[config.mk]
export PLATFORM = sky130hd
export DESIGN_NAME = obstacle_pool
export DESIGN_NICKNAME = d
export VERILOG_FILES = /design/src/rtl/obstacle_pool.sv
export SDC_FILE = /design/constraint.sdc
export NUM_CORES = 1
export LEC_CHECK = 0
export ABC_CLOCK_PERIOD_IN_PS = 13580
export CAP_MARGIN = 20
export CORE_ASPECT_RATIO = 0.5
export CORE_MARGIN = 3
export CORE_UTILIZATION = 37
export CTS_BUF_LIST = sky130_fd_sc_hd__clkbuf_4 sky130_fd_sc_hd__clkbuf_8
export DETAILED_ROUTE_END_ITERATION = 16
export SLEW_MARGIN = 20
export SYNTH_ARGS = -nofsm -noshare
export SYNTH_HDL_FRONTEND = slang
export SYNTH_SLANG_ARGS = --single-unit
[constraint.sdc]
create_clock -name clk -period 13.58 [get_ports clk]
set_input_delay 2.716 -clock clk [delete_from_list [all_inputs] [get_ports clk]]
set_output_delay 2.716 -clock clk [all_outputs]
set_load 0.02 [all_outputs]
[src/rtl/obstacle_pool.sv]
// Multi-slot obstacle manager: holds up to SLOTS obstacles in a fixed-point
// lane, scrolls them left on each game tick, frees them when they leave the
// screen, gates new spawns on the newest obstacle's trailing gap and freezes
// everything on crash.
module obstacle_pool #(
  parameter int SLOTS      = 4,
  parameter int FRAC       = 10,
  parameter int X_W        = 11,
  parameter int SPEED_W    = 15,
  parameter int W_W        = 10,
  parameter int GAP_W      = 11,
  parameter int GAME_WIDTH = 640
) (
  input  logic                         clk,
  input  logic                         rst_n,
  input  logic                         clear,
  input  logic                         start,
  input  logic                         update,
  input  logic                         crash,
  input  logic [SPEED_W-1:0]           speed,
  input  logic                         spawn_valid,
  output logic                         spawn_ready,
  input  logic [W_W-1:0]               spawn_width,
  input  logic [GAP_W-1:0]             spawn_gap,
  input  logic signed [11:0]           spawn_offset,
  output logic [SLOTS-1:0]             slot_valid,
  output logic [SLOTS*X_W-1:0]         slot_x,
  output logic [SLOTS*W_W-1:0]         slot_width,
  output logic [SLOTS-1:0]             removed,
  output logic [$clog2(SLOTS+1)-1:0]   count,
  output logic                         full,
  output logic                         crashed
);

  localparam int OFF_W = 12;
  localparam int XG_W  = X_W + FRAC + 1;          // fixed-point lane position
  localparam int RM_W  = XG_W + W_W + 1;          // position plus scaled width
  localparam int PX_W  = X_W + W_W + GAP_W + 2;   // integer-pixel gap arithmetic
  localparam int CNT_W = $clog2(SLOTS + 1);
  localparam int IDX_W = $clog2(SLOTS);
  localparam logic signed [XG_W-1:0] SPAWN_X = XG_W'(GAME_WIDTH * (2 ** FRAC));

  typedef enum logic [1:0] {IDLE, RUNNING, CRASHED} state_e;

  state_e state_q, state_d;

  logic [SLOTS-1:0]              valid_q, valid_d;
  logic [SLOTS-1:0]              removed_q, removed_d;
  logic [SLOTS-1:0]              gone;
  logic signed [XG_W-1:0]        x_q [SLOTS];
  logic signed [XG_W-1:0]        x_d [SLOTS];
  logic signed [XG_W-1:0]        x_upd [SLOTS];
  logic signed [RM_W-1:0]        rm_sum [SLOTS];
  logic signed [X_W-1:0]         sx_q [SLOTS];
  logic signed [X_W-1:0]         sx_d [SLOTS];
  logic [W_W-1:0]                w_q [SLOTS];
  logic [W_W-1:0]                w_d [SLOTS];
  logic signed [OFF_W-1:0]       off_q [SLOTS];
  logic signed [OFF_W-1:0]       off_d [SLOTS];
  logic [IDX_W-1:0]              newest_idx_q, newest_idx_d;
  logic                          newest_valid_q, newest_valid_d;
  logic [GAP_W-1:0]              newest_gap_q, newest_gap_d;
  logic [CNT_W-1:0]              count_q, count_d;
  logic                          full_q, full_d;

  logic [IDX_W-1:0]              free_idx;
  logic signed [XG_W-1:0]        spd_ext;
  logic signed [PX_W-1:0]        newest_px, newest_wd, gap_px, room;
  logic                          gap_ok, upd_en, accept;

  // Lane state machine: clear beats crash beats everything else.
  always_comb begin
    // NOTE: every combinational output gets a default first so no path can infer a latch.
    state_d = state_q;
    if (clear) begin
      state_d = IDLE;
    end else begin
      case (state_q)
        IDLE:    if (start) state_d = RUNNING;
        RUNNING: if (crash) state_d = CRASHED;
        CRASHED: state_d = CRASHED;
        default: state_d = IDLE;
      endcase
    end
  end

  // Candidate motion per slot and scroll-off detection on the moved position.
  always_comb begin
    spd_ext = {{(XG_W-SPEED_W){1'b0}}, speed};
    for (int i = 0; i < SLOTS; i++) begin
      x_upd[i]  = x_q[i] - spd_ext + {{(XG_W-OFF_W){off_q[i][OFF_W-1]}}, off_q[i]};
      rm_sum[i] = {{(RM_W-XG_W){x_upd[i][XG_W-1]}}, x_upd[i]}
                + {{(RM_W-W_W-FRAC){1'b0}}, w_q[i], {FRAC{1'b0}}};
      gone[i]   = valid_q[i] && (rm_sum[i][RM_W-1] || (rm_sum[i] == '0));
    end
  end

  // Spawn gating: lowest free slot and trailing-gap check against the newest obstacle.
  always_comb begin
    free_idx = '0;
    for (int i = SLOTS - 1; i >= 0; i--) begin
      if (!valid_q[i]) free_idx = IDX_W'(i);
    end
    newest_px = {{(PX_W-X_W){sx_q[newest_idx_q][X_W-1]}}, sx_q[newest_idx_q]};
    newest_wd = {{(PX_W-W_W){1'b0}}, w_q[newest_idx_q]};
    gap_px    = {{(PX_W-GAP_W){1'b0}}, newest_gap_q};
    room      = PX_W'(GAME_WIDTH) - newest_px - newest_wd;
    gap_ok    = !newest_valid_q || (room >= gap_px);
  end

  assign spawn_ready = (state_q == RUNNING) && !full_q && gap_ok;
  assign upd_en      = (state_q == RUNNING) && update && !crash && !clear;
  assign accept      = spawn_valid && spawn_ready && !crash && !clear;

  // Slot next-state: move/free on tick, fill the lowest free slot on accept.
  always_comb begin
    valid_d        = valid_q;
    removed_d      = '0;
    newest_idx_d   = newest_idx_q;
    newest_valid_d = newest_valid_q;
    newest_gap_d   = newest_gap_q;
    for (int i = 0; i < SLOTS; i++) begin
      x_d[i]   = x_q[i];
      w_d[i]   = w_q[i];
      off_d[i] = off_q[i];
    end

    if (clear) begin
      valid_d        = '0;
      newest_valid_d = 1'b0;
      for (int i = 0; i < SLOTS; i++) begin
        x_d[i]   = '0;
        w_d[i]   = '0;
        off_d[i] = '0;
      end
    end else begin
      if (upd_en) begin
        for (int i = 0; i < SLOTS; i++) begin
          if (gone[i]) begin
            valid_d[i]   = 1'b0;
            removed_d[i] = 1'b1;
            x_d[i]       = '0;
            w_d[i]       = '0;
            off_d[i]     = '0;
          end else if (valid_q[i]) begin
            x_d[i] = x_upd[i];
          end
        end
        if (newest_valid_q && gone[newest_idx_q]) newest_valid_d = 1'b0;
      end
      if (accept) begin
        valid_d[free_idx] = 1'b1;
        x_d[free_idx]     = SPAWN_X;
        w_d[free_idx]     = spawn_width;
        off_d[free_idx]   = spawn_offset;
        newest_idx_d      = free_idx;
        newest_valid_d    = 1'b1;
        newest_gap_d      = spawn_gap;
      end
    end

    for (int i = 0; i < SLOTS; i++) begin
      sx_d[i] = X_W'(x_d[i] >>> FRAC);
    end
    count_d = '0;
    for (int i = 0; i < SLOTS; i++) begin
      count_d = count_d + CNT_W'(valid_d[i]);
    end
    full_d = &valid_d;
  end

  // State and slot registers.
  always_ff @(posedge clk or negedge rst_n) begin
    // NOTE: per-slot arrays are reset too, since their values are visible outputs right after reset.
    if (!rst_n) begin
      state_q        <= IDLE;
      valid_q        <= '0;
      removed_q      <= '0;
      newest_idx_q   <= '0;
      newest_valid_q <= 1'b0;
      newest_gap_q   <= '0;
      count_q        <= '0;
      full_q         <= 1'b0;
      for (int i = 0; i < SLOTS; i++) begin
        x_q[i]   <= '0;
        sx_q[i]  <= '0;
        w_q[i]   <= '0;
        off_q[i] <= '0;
      end
    end else begin
      // NOTE: non-blocking assignments so every register samples the pre-edge values.
      state_q        <= state_d;
      valid_q        <= valid_d;
      removed_q      <= removed_d;
      newest_idx_q   <= newest_idx_d;
      newest_valid_q <= newest_valid_d;
      newest_gap_q   <= newest_gap_d;
      count_q        <= count_d;
      full_q         <= full_d;
      for (int i = 0; i < SLOTS; i++) begin
        x_q[i]   <= x_d[i];
        sx_q[i]  <= sx_d[i];
        w_q[i]   <= w_d[i];
        off_q[i] <= off_d[i];
      end
    end
  end

  for (genvar g = 0; g < SLOTS; g++) begin : g_pack
    assign slot_x[g*X_W +: X_W]     = sx_q[g];
    assign slot_width[g*W_W +: W_W] = w_q[g];
  end

  assign slot_valid = valid_q;
  assign removed    = removed_q;
  assign count      = count_q;
  assign full       = full_q;
  assign crashed    = (state_q == CRASHED);

endmodule

==> results of run 1 <==
==> per-layer routing <==
metal	wire, um	GRT usage, %	vias to the layer above
li1	-	-	7668
met3	7192	6.764	102
met5	13	0	-
met4	1583	5.949	2
met1	32540	37.48	8093
met2	29300	37.82	771
==> Yosys cell counts (8+ instances only) <==
cell	n	area, um2
inv_1	385	1445
dfrtp_1	204	5105
ha_1	192	2402
a21oi_1	163	815.8
nand2_1	126	473.0
nor2_1	122	457.9
a22o_1	77	674.4
nand3_1	77	385.4
fa_1	66	1321
xnor2_1	61	534.3
o21ai_0	58	290.3
buf_4	48	360.4
clkbuf_1	47	176.4
a21o_1	41	307.8
xor2_1	33	289.0
nor3_1	29	145.1
a211oi_1	23	172.7
mux4_2	21	473.0
nand4_1	21	131.4
o21bai_1	21	157.7
o21a_1	20	150.1
and3_1	18	112.6
a22oi_1	17	127.6
nand2b_1	16	100.1
o211ai_1	14	105.1
or3_1	14	87.58
and2_1	13	81.33
a31oi_1	11	68.82
mux2_2	11	123.9
nor2b_1	11	68.82
nor4_1	11	68.82
a32oi_1	10	87.58
mux2i_1	9	90.09
nor4b_1	9	78.83
buf_2	8	40.04
==> logic make-up after synthesis <==
| kind of cell | after synthesis | share of synthesized area, % |
|---|---|---|
| muxes | 41 | 3.647 |
| and+or+nand+nor | 502 | 13.21 |
| AOI/OAI and AO/OA | 562 | 20.90 |
| xor gates and xnor gates | 94 | 4.372 |
| adders and majority gates | 258 | 19.77 |
| DFF | 204 | 27.11 |
| buffers and inverters | 495 | 11.00 |
==> sequential cells by signal, summed over array words and instances, names as in the netlist <==
signal / count
newest_valid_q: 1
slot_x: 40
newest_idx_q: 2
slot_width: 40
newest_gap_q: 11
removed: 4
x_q: 48
full: 1
slot_valid: 4
state_q: 2
off_q: 48
count: 3
==> through the flow <==
step,utilization [%],worst slack [ns]
2_1_floorplan,-,4.688
3_3_place_gp,41.97,3.106
3_5_place_dp,42.00,2.996
4_1_cts,43.65,3.575
5_1_grt,43.67,3.014
6_report,43.67,3.461
==> cell type report <==
| cell class | instances | area, um2 |
|---|---|---|
| Antenna cell | 1 | 2.502 |
| Clock inverter | 12 | 142.6 |
| Fill cell | 4917 | 27840 |
| Clock buffer | 50 | 675.6 |
| Inverter | 385 | 1445 |
| Tap cell | 678 | 848.3 |
| Multi-Input combinational cell | 1457 | 11710 |
| Sequential cell | 204 | 5105 |
| Timing Repair Buffer | 169 | 1653 |
==> power by group through the flow <==
stage / logic (mW) / clock network [mW] / registers [mW]
5_1_grt: 0.585 / 0.712 / 0.660
4_1_cts: 0.524 / 0.685 / 0.657
2_1_floorplan: 0.352 / 0 / 0.660
6_report: 0.530 / 0.675 / 0.657
3_5_place_dp: 0.521 / 0 / 0.668
3_3_place_gp: 0.518 / 0 / 0.667
==> worst min path at each step <==
stage | start | to | slack (ns) | cells after the start
after global routing | off_q[18] | off_q[18] | 0.51 | 1
after detailed placement | off_q[18] | off_q[18] | 0.48 | 1
final | off_q[18] | off_q[18] | 0.50 | 1
after global placement | x_q[48] | x_q[48] | 0.48 | 1
after CTS | off_q[17] | off_q[17] | 0.50 | 1
after floorplan | x_q[24] | x_q[24] | 0.46 | 1
==> worst reg2reg max path: cells and delay by family (launching register included) <==
kind / cells / cell delay, ns
compound gates: 10 / 2.88
fa+ha+maj: 6 / 2.19
buf+inv: 2 / 0.11
flops: 1 / 0.34
simple gates: 7 / 2.02
==> impl_metrics.toml, run 1 <==
[drt]
dr_total_vias = 16636
drt-initial-drc-count = 1602
viasPerCell = 5.628
routed_wl_um = 70630
routedWlPerCell_um = 23.89
drc_errors = 0
ant_nets = 0
first_pass_iters = 7

[sta]
finalSetupViolations = 0
max_freq_mhz = 98.82
finClkSkew_ns = 0.02947
rsz0062_at_grt = "false"
min_period_over_period_pct = 74.52
fin_hold_ws_ns = 0.4993
relSlewSlack_pct = 23.11
finalSetupTns_ns = 0
slew_violations = 0
hold_viol_final = 0
min_period_ns = 10.12
worst_slew_pin_slew_ns = 1.153

[cts]
cts.sinks = 204
cts_hold_buf = 0
h-tree-depth = 2
cts_setup_buffers = 0
root_buffer = "clkbuf_8"
numCtsBuffers = 37
clk-insertion-delay-late_ns = 0.58
cts_buffer_depth = 3
post_cts_resized = 0
clkTransAtPathRegs_ns = 0.06
cts_tree = "done"

[power]
p_clk_share_pct = 36.2
sw_frac_of_total_pct = 34.19
total_power_mw = 1.862
irDropWorstVdd_mv = 0.05736
p_leak_nw = 10.03
power.switching_mw = 0.6365
seq_power_share_pct = 35.3
powerDensity_nw_per_um2 = 86.25
intPower_mw = 1.225
pwr-share-comb_pct = 28.5

[die]
die_w_um = 325.1
die-area_um2 = 53810
die_h_um = 165.5
rows = 57
start_util_pct = 38.11
core-area_um2 = 49420
io_pins = 153

[worst_setup_path]
worst_ep_arrival_time_ns = 10.58
r2r_start = "x_q[73]"
critPathSlowestCell = "or4b_2"
crit_path_max_incr_delay_ns = 0.62
critical_path.endpoint = "count[1]"
r2r-end = "count[1]"
critPathLaunchType = "input port"
endpoint_kind = "flip-flop"
r2r_cells = 25
cp.depth = 25
startpoint = "speed[7]"
critPathTopFamily = "compound AO/OA/AOI/OAI gates"
reg2reg_slack_ns = 5.94
critPathKind = "in2reg"
required_ns = 14.05
crit_top_cell = "ha_1"
path_buf_inv = 2
crit_fanout = 7

[grt]
grt_pass1_wl_um = 103400
gr-total-overflow = 0
grt_start_max_net_pins = 83
grt_usage_pct = 25.71
grt_pass1_vias = 15512
antenna_found_initial = 3

[synth]
synthCells = 2156
synth_edf_count = 0
yosys_warnings = 0
synth-seq-cells = 204
syn-cell-area_um2 = 18830
async_flop_share_pct = 100.0
synthFlopType = "dfrtp_1"
synth_cell_types = 87
synth-seq-area-share_pct = 27.11
synth_nets = 2469
avgSynthCellArea_um2 = 8.735

[worst_hold_path]
min_path_type = "reg2reg"

[layout]
fin_cells = 2956
layout_commonest_cell = "inv_1"
syn_to_final_growth_pct = 14.61
drive_gt1_share_pct = 6.675
layout.cells.most_common_list = "inv_1 (385), dfrtp_1 (204), ha_1 (192), a21oi_1 (160), clkdlybuf4s50_1 (150)"
fin_area_um2 = 21580
fin_nets = 2567

[outcome]
status = "finished clean"

[placed_design]
io_buffers = 152
place_congestion = 1.006
placed_cells = 2893
place_area_um2 = 20760
place_hpwl_um = 54930

[flow_run]
cap_violations = 0
Note: power is estimated with default switching activity, not from simulation.
==> run 2: changes to the inputs <==
--- a/config.mk
+++ b/config.mk
@@ -5,7 +5,7 @@
 export SDC_FILE = /design/constraint.sdc
 export NUM_CORES = 1
 export LEC_CHECK = 0
-export ABC_CLOCK_PERIOD_IN_PS = 13580
+export ABC_CLOCK_PERIOD_IN_PS = 9900
 export CAP_MARGIN = 20
 export CORE_ASPECT_RATIO = 0.5
 export CORE_MARGIN = 3
==> constraint.sdc (replaced) <==
create_clock -name clk -period 9.9 [get_ports clk]
set_input_delay 1.98 -clock clk [delete_from_list [all_inputs] [get_ports clk]]
set_output_delay 1.98 -clock clk [all_outputs]
set_load 0.02 [all_outputs]
==> impl_metrics.toml, run 2 (same netlist as run 1, synthesis figures left out) <==
[outcome]
status = "finished clean"

[worst_setup_path]
critical_path.endpoint = "count[1]"
cp.depth = 25
critPathTopFamily = "compound AO/OA/AOI/OAI gates"
crit_top_cell = "ha_1"
crit_path_max_incr_delay_ns = 0.68
crit_fanout = 7
r2r_cells = 25
required_ns = 10.37
critPathLaunchType = "input port"
critPathKind = "in2reg"
r2r_start = "x_q[73]"
r2r-end = "count[1]"
startpoint = "speed[4]"
endpoint_kind = "flip-flop"
worst_ep_arrival_time_ns = 9.41
reg2reg_slack_ns = 2.53
critPathSlowestCell = "clkdlybuf4s50_1"
path_buf_inv = 2

[cts]
cts_setup_buffers = 0
cts_hold_buf = 0
clk-insertion-delay-late_ns = 0.60
cts_tree = "done"
numCtsBuffers = 37
cts.sinks = 204
cts_buffer_depth = 3
root_buffer = "clkbuf_8"
post_cts_resized = 0
clkTransAtPathRegs_ns = 0.06
h-tree-depth = 2

[grt]
antenna_found_initial = 1
grt_start_max_net_pins = 78
grt_pass1_vias = 15661
grt_usage_pct = 26.12
grt_pass1_wl_um = 104700
gr-total-overflow = 0

[placed_design]
io_buffers = 152
placed_cells = 2906
place_hpwl_um = 55360
place_congestion = 0.9570

[sta]
slew_violations = 0
hold_viol_final = 0
finClkSkew_ns = 0.04275
finalSetupTns_ns = 0
rsz0062_at_grt = "false"
relSlewSlack_pct = 19.29
worst_slew_pin_slew_ns = 1.211
finalSetupViolations = 0
max_freq_mhz = 111.8
min_period_over_period_pct = 90.32
min_period_ns = 8.942

[layout]
syn_to_final_growth_pct = 14.87
fin_nets = 2580
fin_cells = 2968
layout.cells.most_common_list = "inv_1 (385), dfrtp_1 (204), ha_1 (192), a21oi_1 (160), clkdlybuf4s50_1 (150)"
top_regs = "off_q (48), x_q (48)"
drive_gt1_share_pct = 7.208
layout_commonest_cell = "inv_1"

[drt]
routed_wl_um = 71440
drt-initial-drc-count = 1668
ant_nets = 0
routedWlPerCell_um = 24.07
drc_errors = 0
dr_total_vias = 16739
first_pass_iters = 5
viasPerCell = 5.640

[worst_hold_path]
min_path_type = "reg2reg"
hold_depth = 1

[die]
rows = 57
die_w_um = 325.1
core-area_um2 = 49420
io_pins = 153
start_util_pct = 38.11
die-area_um2 = 53810
die_h_um = 165.5

[power]
powerDensity_nw_per_um2 = 116.7
irDropWorstVdd_mv = 0.08062
p_leak_nw = 10.08

[flow_run]
cap_violations = 0
run 2: cell types whose count changed in the layout (fill, tap and decap cells not counted), sizes merged:
| cell | previous run | this run |
|---|---|---|
| inv | 385 | 386 |
| clkinvlp | 3 | 0 |
| buf | 19 | 32 |
| bufinv | 3 | 2 |
| clkinv | 6 | 5 |
| clkbuf | 50 | 53 |
run 2: where the power goes:
part | total [mW] | switching [mW] | internal (mW)
Clock | 0.887 | 0.399 | 0.488
Combinational | 0.730 | 0.433 | 0.296
Sequential | 0.907 | 0.0372 | 0.870
Total | 2.52 | 0.870 | 1.65
run 2: cell type report:
| type | count | area, um2 |
|---|---|---|
| Fill cell | 4885 | 27790 |
| Clock buffer | 53 | 673.1 |
| Clock inverter | 8 | 93.84 |
| Timing Repair Buffer | 182 | 1750 |
| Inverter | 385 | 1445 |
| Antenna cell | 1 | 2.502 |
| Tap cell | 678 | 848.3 |
| Multi-Input combinational cell | 1457 | 11720 |
| Sequential cell | 204 | 5105 |
run 2: worst min-delay path by stage:
| stage | start | slack [ns] | to |
|---|---|---|---|
| after global routing | off_q[21] | 0.51 | off_q[21] |
| final | off_q[18] | 0.50 | off_q[18] |
| after floorplan | x_q[24] | 0.46 | x_q[24] |
| after CTS | off_q[18] | 0.50 | off_q[18] |
| after global placement | off_q[12] | 0.48 | off_q[12] |
| after detailed placement | off_q[12] | 0.48 | off_q[12] |
run 2: through the flow:
stage               cell area (um2)  worst slack [ns]  utilization, %  power (mW)  hold slack (ns)
floorplan                     18830             1.744               -       1.389           0.4561
global placement              20850            0.5847           42.19       1.637           0.4821
finish                        21630            0.9582           43.77       2.524           0.4956
detailed placement            20850            0.4773           42.19       1.641           0.4840
global route                  21630            0.4829           43.77       2.664           0.5076
CTS                           21620             1.086           43.74       2.533           0.5010
run 2: layer usage:
metal  routed length [um]  vias to the layer above  GRT usage (%)
met2                29210                      698          37.93
li1                     -                     7707              -
met4                 1964                        0          7.328
met5                    0                        -              0
met3                 6333                      109          6.465
met1                33930                     8225          38.25
